## src/rtl/tlc_multiway.sv

```systemverilog
// N-approach traffic light controller: round-robin green/yellow/all-red sequencing with
// demand skipping, green rest and emergency preempt. Lamp outputs are registered.
module tlc_multiway #(
    parameter int unsigned N_WAYS   = 4,
    parameter int unsigned TW       = 4,
    parameter int unsigned GREEN_T  = 8,
    parameter int unsigned YELLOW_T = 3,
    parameter int unsigned ALLRED_T = 2,
    localparam int unsigned IW      = $clog2(N_WAYS)
) (
    input  logic              clk,
    input  logic              reset,
    input  logic              enable,
    input  logic [N_WAYS-1:0] demand,
    input  logic              preempt,
    input  logic [IW-1:0]     preempt_idx,
    output logic [N_WAYS-1:0] green,
    output logic [N_WAYS-1:0] yellow,
    output logic [N_WAYS-1:0] red,
    output logic [IW-1:0]     phase,
    output logic [TW-1:0]     time_left,
    output logic              in_preempt
);

    typedef enum logic [1:0] {StAllRed, StGreen, StYellow} state_e;

    localparam logic [TW-1:0] GreenLoad  = TW'(GREEN_T - 1);
    localparam logic [TW-1:0] YellowLoad = TW'(YELLOW_T - 1);
    localparam logic [TW-1:0] AllRedLoad = TW'(ALLRED_T - 1);

    state_e              state_q, state_d;
    logic [IW-1:0]       phase_q, phase_d;
    logic [TW-1:0]       timer_q, timer_d;
    logic                hold_q, hold_d;
    logic [N_WAYS-1:0]   green_q, green_d;
    logic [N_WAYS-1:0]   yellow_q, yellow_d;

    logic [IW-1:0]       pidx;
    logic [IW-1:0]       next_idx;
    logic [IW-1:0]       cand_idx;
    logic                found;
    logic                others_waiting;

    // Out-of-range preempt targets fall back to approach 0.
    always_comb begin
        pidx = preempt_idx;
        if (int'(preempt_idx) >= int'(N_WAYS)) begin
            pidx = '0;
        end
    end

    // First demanding approach after the current one; the current phase is searched last.
    always_comb begin
        next_idx = IW'((int'(phase_q) + 1) % int'(N_WAYS));
        cand_idx = '0;
        found    = 1'b0;
        for (int k = 1; k <= int'(N_WAYS); k++) begin
            cand_idx = IW'((int'(phase_q) + k) % int'(N_WAYS));
            if (!found && demand[cand_idx]) begin
                found    = 1'b1;
                next_idx = cand_idx;
            end
        end
        if (preempt) begin
            next_idx = pidx;
        end
    end

    assign others_waiting = |(demand & ~(N_WAYS'(1) << phase_q));

    always_comb begin
        state_d = state_q;
        phase_d = phase_q;
        timer_d = timer_q;
        hold_d  = hold_q;
        if (enable) begin
            unique case (state_q)
                StGreen: begin
                    if (preempt) begin
                        if (phase_q != pidx) begin
                            state_d = StYellow;
                            timer_d = YellowLoad;
                            hold_d  = 1'b0;
                        end else begin
                            timer_d = GreenLoad;
                            hold_d  = 1'b1;
                        end
                    end else if (hold_q) begin
                        hold_d  = 1'b0;
                        timer_d = GreenLoad;
                    end else if (timer_q != '0) begin
                        timer_d = timer_q - 1'b1;
                    end else if (others_waiting) begin
                        state_d = StYellow;
                        timer_d = YellowLoad;
                    end else begin
                        timer_d = GreenLoad;
                    end
                end
                StYellow: begin
                    if (timer_q != '0) begin
                        timer_d = timer_q - 1'b1;
                    end else begin
                        state_d = StAllRed;
                        timer_d = AllRedLoad;
                    end
                end
                default: begin
                    if (timer_q != '0) begin
                        timer_d = timer_q - 1'b1;
                    end else begin
                        state_d = StGreen;
                        phase_d = next_idx;
                        timer_d = GreenLoad;
                        hold_d  = preempt;
                    end
                end
            endcase
        end
    end

    always_comb begin
        green_d  = '0;
        yellow_d = '0;
        if (state_d == StGreen) begin
            green_d = N_WAYS'(1) << phase_d;
        end
        if (state_d == StYellow) begin
            yellow_d = N_WAYS'(1) << phase_d;
        end
    end

    always_ff @(posedge clk or posedge reset) begin
        if (reset) begin
            state_q  <= StAllRed;
            phase_q  <= IW'(N_WAYS - 1);
            timer_q  <= AllRedLoad;
            hold_q   <= 1'b0;
            green_q  <= '0;
            yellow_q <= '0;
        end else begin
            state_q  <= state_d;
            phase_q  <= phase_d;
            timer_q  <= timer_d;
            hold_q   <= hold_d;
            green_q  <= green_d;
            yellow_q <= yellow_d;
        end
    end

    assign green      = green_q;
    assign yellow     = yellow_q;
    assign red        = ~(green_q | yellow_q);
    assign phase      = phase_q;
    assign time_left  = timer_q;
    assign in_preempt = hold_q;

endmodule

```

## config.mk

```make
export PLATFORM = sky130hd
export DESIGN_NAME = tlc_multiway
export DESIGN_NICKNAME = d
export VERILOG_FILES = /design/src/rtl/tlc_multiway.sv
export SDC_FILE = /design/constraint.sdc
export NUM_CORES = 1
export LEC_CHECK = 0
export BUFFER_PORTS_ARGS = -buffer_cell sky130_fd_sc_hd__buf_2
export CORE_MARGIN = 5
export CORE_UTILIZATION = 40
export DETAILED_ROUTE_END_ITERATION = 16
export PLACE_DENSITY_LB_ADDON = 0.15
export RECOVER_POWER = 25
export SYNTH_ARGS = -nofsm -noshare
export SYNTH_HDL_FRONTEND = slang
export SYNTH_SLANG_ARGS = --single-unit
```

## constraint.sdc

```tcl
create_clock -name clk -period 3.1 [get_ports clk]
set_input_delay 0.93 -clock clk [delete_from_list [all_inputs] [get_ports clk]]
set_output_delay 0.93 -clock clk [all_outputs]
set_load 0.02 [all_outputs]
```

==> impl_metrics.prom <==
# TYPE chip_impl_metric gauge
chip_impl_info{name="tritoncts",value="built"} 1
chip_impl_metric{name="gp_congestion",unit=""} 0.875
chip_impl_metric{name="path_max_fanout",unit=""} 11
chip_impl_metric{name="fp-row-count",unit=""} 20
chip_impl_metric{name="wire_per_inst",unit="µm"} 13.8
chip_impl_metric{name="ctsHtreeMaxLevel",unit=""} 1
chip_impl_metric{name="syn-instance-count",unit=""} 148
chip_impl_metric{name="timing.final.setup_violations",unit=""} 0
chip_impl_metric{name="cts_max_path_buffers",unit=""} 2
chip_impl_metric{name="antenna_cells",unit=""} 0
chip_impl_metric{name="required_time_of_the_critical_path",unit="ns"} 3.30
chip_impl_metric{name="grt_first_pass_wirelength",unit="mm"} 5.23
chip_impl_metric{name="power.leakage",unit="nW"} 0.694
chip_impl_metric{name="antenna_found_initial",unit=""} 0
chip_impl_metric{name="dieHeight",unit="µm"} 67.1
chip_impl_metric{name="mean_post_synth_cell_area",unit="µm²"} 8.83
chip_impl_metric{name="synth_nets",unit=""} 164
chip_impl_info{name="synth_top_cells_by_area",value="dfrtp_1 (27%), dfstp_2 (6.0%), nor2_1 (6.0%)"} 1
chip_impl_info{name="most_common_cell_after_layout_fill_and_taps_aside",value="buf_2"} 1
chip_impl_metric{name="min_period",unit="ns"} 2.97
chip_impl_metric{name="max_cap_violations",unit=""} 0
chip_impl_metric{name="via_count",unit=""} 1189
chip_impl_metric{name="grt.total_usage",unit=""} 0.147
chip_impl_info{name="timing.hold.worst.class",value="reg2reg"} 1
chip_impl_metric{name="worstMarginPinSlew",unit="ns"} 0.637
chip_impl_metric{name="grt_max_degree",unit=""} 18
chip_impl_metric{name="synth_seq_cells",unit=""} 17
chip_impl_metric{name="share_of_final_layout_standard_cells_stronger_than_drive_strength_1",unit=""} 0.274
chip_impl_metric{name="layoutNonFillerInstCount",unit=""} 219
chip_impl_metric{name="power_per_cell_area",unit="mW/mm²"} 985
chip_impl_metric{name="dpl.hpwl",unit="mm"} 2.38
chip_impl_info{name="start_kind",value="register"} 1
chip_impl_metric{name="top_level_ports",unit=""} 29
chip_impl_info{name="timing.critical_path.to_type",value="register"} 1
chip_impl_metric{name="global_route.overflow_total",unit=""} 0
chip_impl_metric{name="vias_per_cell",unit=""} 5.43
chip_impl_metric{name="achievable-frequency",unit="GHz"} 0.337
chip_impl_metric{name="syn_area",unit="mm²"} 0.00131
chip_impl_metric{name="worst_case_headroom_to_the_max_slew_limit",unit=""} 0.575
chip_impl_metric{name="period_share",unit=""} 0.958
chip_impl_metric{name="hold_viol_final",unit=""} 0
chip_impl_metric{name="worst-endpoint-arrival",unit="ns"} 3.17
chip_impl_metric{name="drcViolationCount",unit=""} 0
chip_impl_metric{name="clk-insertion-delay-late",unit="ns"} 0.29
chip_impl_metric{name="clk_pin_slew_worst_paths",unit="ns"} 0.10
chip_impl_metric{name="design.core.area",unit="mm²"} 0.00310
chip_impl_metric{name="total_negative_slack_for_setup_checks",unit="ns"} 0
chip_impl_metric{name="cts.sink_count",unit=""} 17
chip_impl_metric{name="drt_pass1_iterations",unit=""} 4
chip_impl_metric{name="tritoncts.num_buffers",unit=""} 3
chip_impl_metric{name="nets",unit=""} 192
chip_impl_metric{name="ys_seq_area_frac",unit=""} 0.329
chip_impl_metric{name="place_inst",unit=""} 213
chip_impl_info{name="synth_top_area_cell",value="dfrtp_1"} 1
chip_impl_metric{name="die_area",unit="mm²"} 0.00451
chip_impl_metric{name="die_x",unit="µm"} 67.1
chip_impl_info{name="final_cell_mix",value="buf_2 (28), nor2_1 (21), dfrtp_1 (14)"} 1
chip_impl_metric{name="dr.first_iter.drc_count",unit=""} 62
chip_impl_metric{name="slew_violations",unit=""} 0
chip_impl_metric{name="detail-route-antenna-nets",unit=""} 0
chip_impl_metric{name="area_growth",unit="%"} 15.5
chip_impl_info{name="rsz_0062_raised_after_global_routing",value="false"} 1
chip_impl_metric{name="synthDistinctLibCells",unit=""} 44
chip_impl_metric{name="irDropWorstVdd",unit="mV"} 0.467
chip_impl_metric{name="grt_pass1_vias",unit=""} 1122
chip_impl_metric{name="yosys_warnings",unit=""} 0
chip_impl_metric{name="synth_top_area_frac",unit=""} 0.268
chip_impl_info{name="status",value="finished, final reports clean"} 1
chip_impl_metric{name="io_buffer_count",unit=""} 28
chip_impl_metric{name="finalWirelength",unit="mm"} 3.03
chip_impl_metric{name="starting_density",unit=""} 0.421
chip_impl_metric{name="fin_skew",unit="ns"} 0.00587
chip_impl_info{name="timing.setup.critical_path_class",value="reg2reg"} 1
chip_impl_info{name="clock-root-buffer",value="clkbuf_4"} 1
chip_impl_metric{name="power",unit="W"} 0.00149
[state kept, by name, summed over array words and instances, names as in the netlist]
register,count
time_left,4
phase,2
state_q,2
in_preempt,1
green,4
yellow,4
[cells in the mapped netlist]
cell type	n
nor3_1	8
a311oi_2	1
o21ai_0	11
nand3_1	2
o31ai_1	3
a211oi_1	3
ha_1	6
nand4bb_1	1
nor3b_1	1
nor4_2	1
mux2_2	2
a31oi_1	2
clkbuf_1	4
o311ai_0	1
a21boi_0	1
buf_2	3
mux4_2	1
a2111oi_1	1
and2_1	1
and3_1	3
or2b_1	1
a21oi_1	5
a311oi_1	1
a211o_1	2
dfstp_2	3
nor2b_1	6
a221oi_1	1
a22o_1	1
o41ai_4	1
o21ai_1	2
o211ai_1	1
or2_1	1
a2111oi_0	2
nand3b_1	1
inv_2	2
nand2b_1	3
nor2_1	21
buf_6	2
mux2i_1	7
xor2_1	2
dfrtp_1	14
inv_1	8
nand2_1	3
a32o_1	2
[worst paths after layout]
check                      startpoint         end  slack [ns]  cells after the start
max reg2reg                  phase[1]   yellow[2]        0.13                     10
min                        in_preempt  in_preempt        0.57                      2
min in group asynchronous       reset   yellow[1]        0.70                      2
min reg2reg                in_preempt  in_preempt        0.57                      2
max in group asynchronous       reset  state_q[0]        1.99                      2
max                          phase[1]   yellow[2]        0.13                     10
[final cells by class]
type | count | area, µm²
fillers | 334 | 1590
inverters | 10 | 37.5
clock inverters | 1 | 5.00
clock buffers | 3 | 22.5
well taps | 44 | 55.1
flip-flops and latches | 17 | 429
repair buffers | 32 | 170
multi-input cells | 112 | 790
[per-stage QoR]
| stage | instance area, µm² | hold slack [ns] | util | setup slack [ns] |
|---|---|---|---|---|
| 2_1_floorplan | 1310 | 0.541 | - | 0.172 |
| 3_3_place_gp | 1460 | 0.502 | 0.472 | 0.257 |
| 3_5_place_dp | 1460 | 0.541 | 0.472 | 0.132 |
| 4_1_cts | 1490 | 0.569 | 0.481 | 0.124 |
| 5_1_grt | 1510 | 0.612 | 0.486 | 0.00795 |
| 6_report | 1510 | 0.565 | 0.486 | 0.131 |
[report_power, final]
group / total (W) / internal [W] / switching, W / leakage [nW]
clock network: 0.000120 / 0.0000480 / 0.0000716 / 0.0177
logic: 0.000995 / 0.000393 / 0.000602 / 0.457
registers: 0.000372 / 0.000306 / 0.0000656 / 0.220
total: 0.00149 / 0.000747 / 0.000740 / 0.694
[routing by layer]
layer,up-vias,global-route usage,wire length (µm)
met5,-,0,0
met4,0,0.0253,23
met3,4,0.0333,193
met2,36,0.221,1330
met1,558,0.219,1480
li1,591,-,-
[repair_timing]
item                                    4_1_cts  5_1_grt
endpoints found under the hold margin         0        0
setup buffers                                 0        2
endpoints found under the setup margin        0        6
hold buffers                                  0        0
gates resized for setup                       0        1
[critical path: stages, from the launching register on]
cell      delay [ns]
dfstp_2         0.54
inv_1           0.11
ha_2            0.48
mux4_2          0.59
or2b_1          0.19
o31ai_1         0.07
a311oi_1        0.31
a311oi_2        0.08
buf_4           0.17
buf_4           0.12
nor3_1          0.21
[kinds of logic (layout without fill, tap and decap cells)]
group | count (synthesis) | in the layout | synth area share
DFF | 17 | 17 | 0.329
adders and majority gates | 6 | 6 | 0.0575
and+or+nand+nor | 53 | 53 | 0.210
xor gates and xnor gates | 2 | 2 | 0.0134
AOI/OAI and AO/OA | 41 | 41 | 0.234
muxes | 10 | 10 | 0.0881
buffers and inverters | 19 | 46 | 0.0690
No activity file was read; power rests on OpenSTA's default activity.
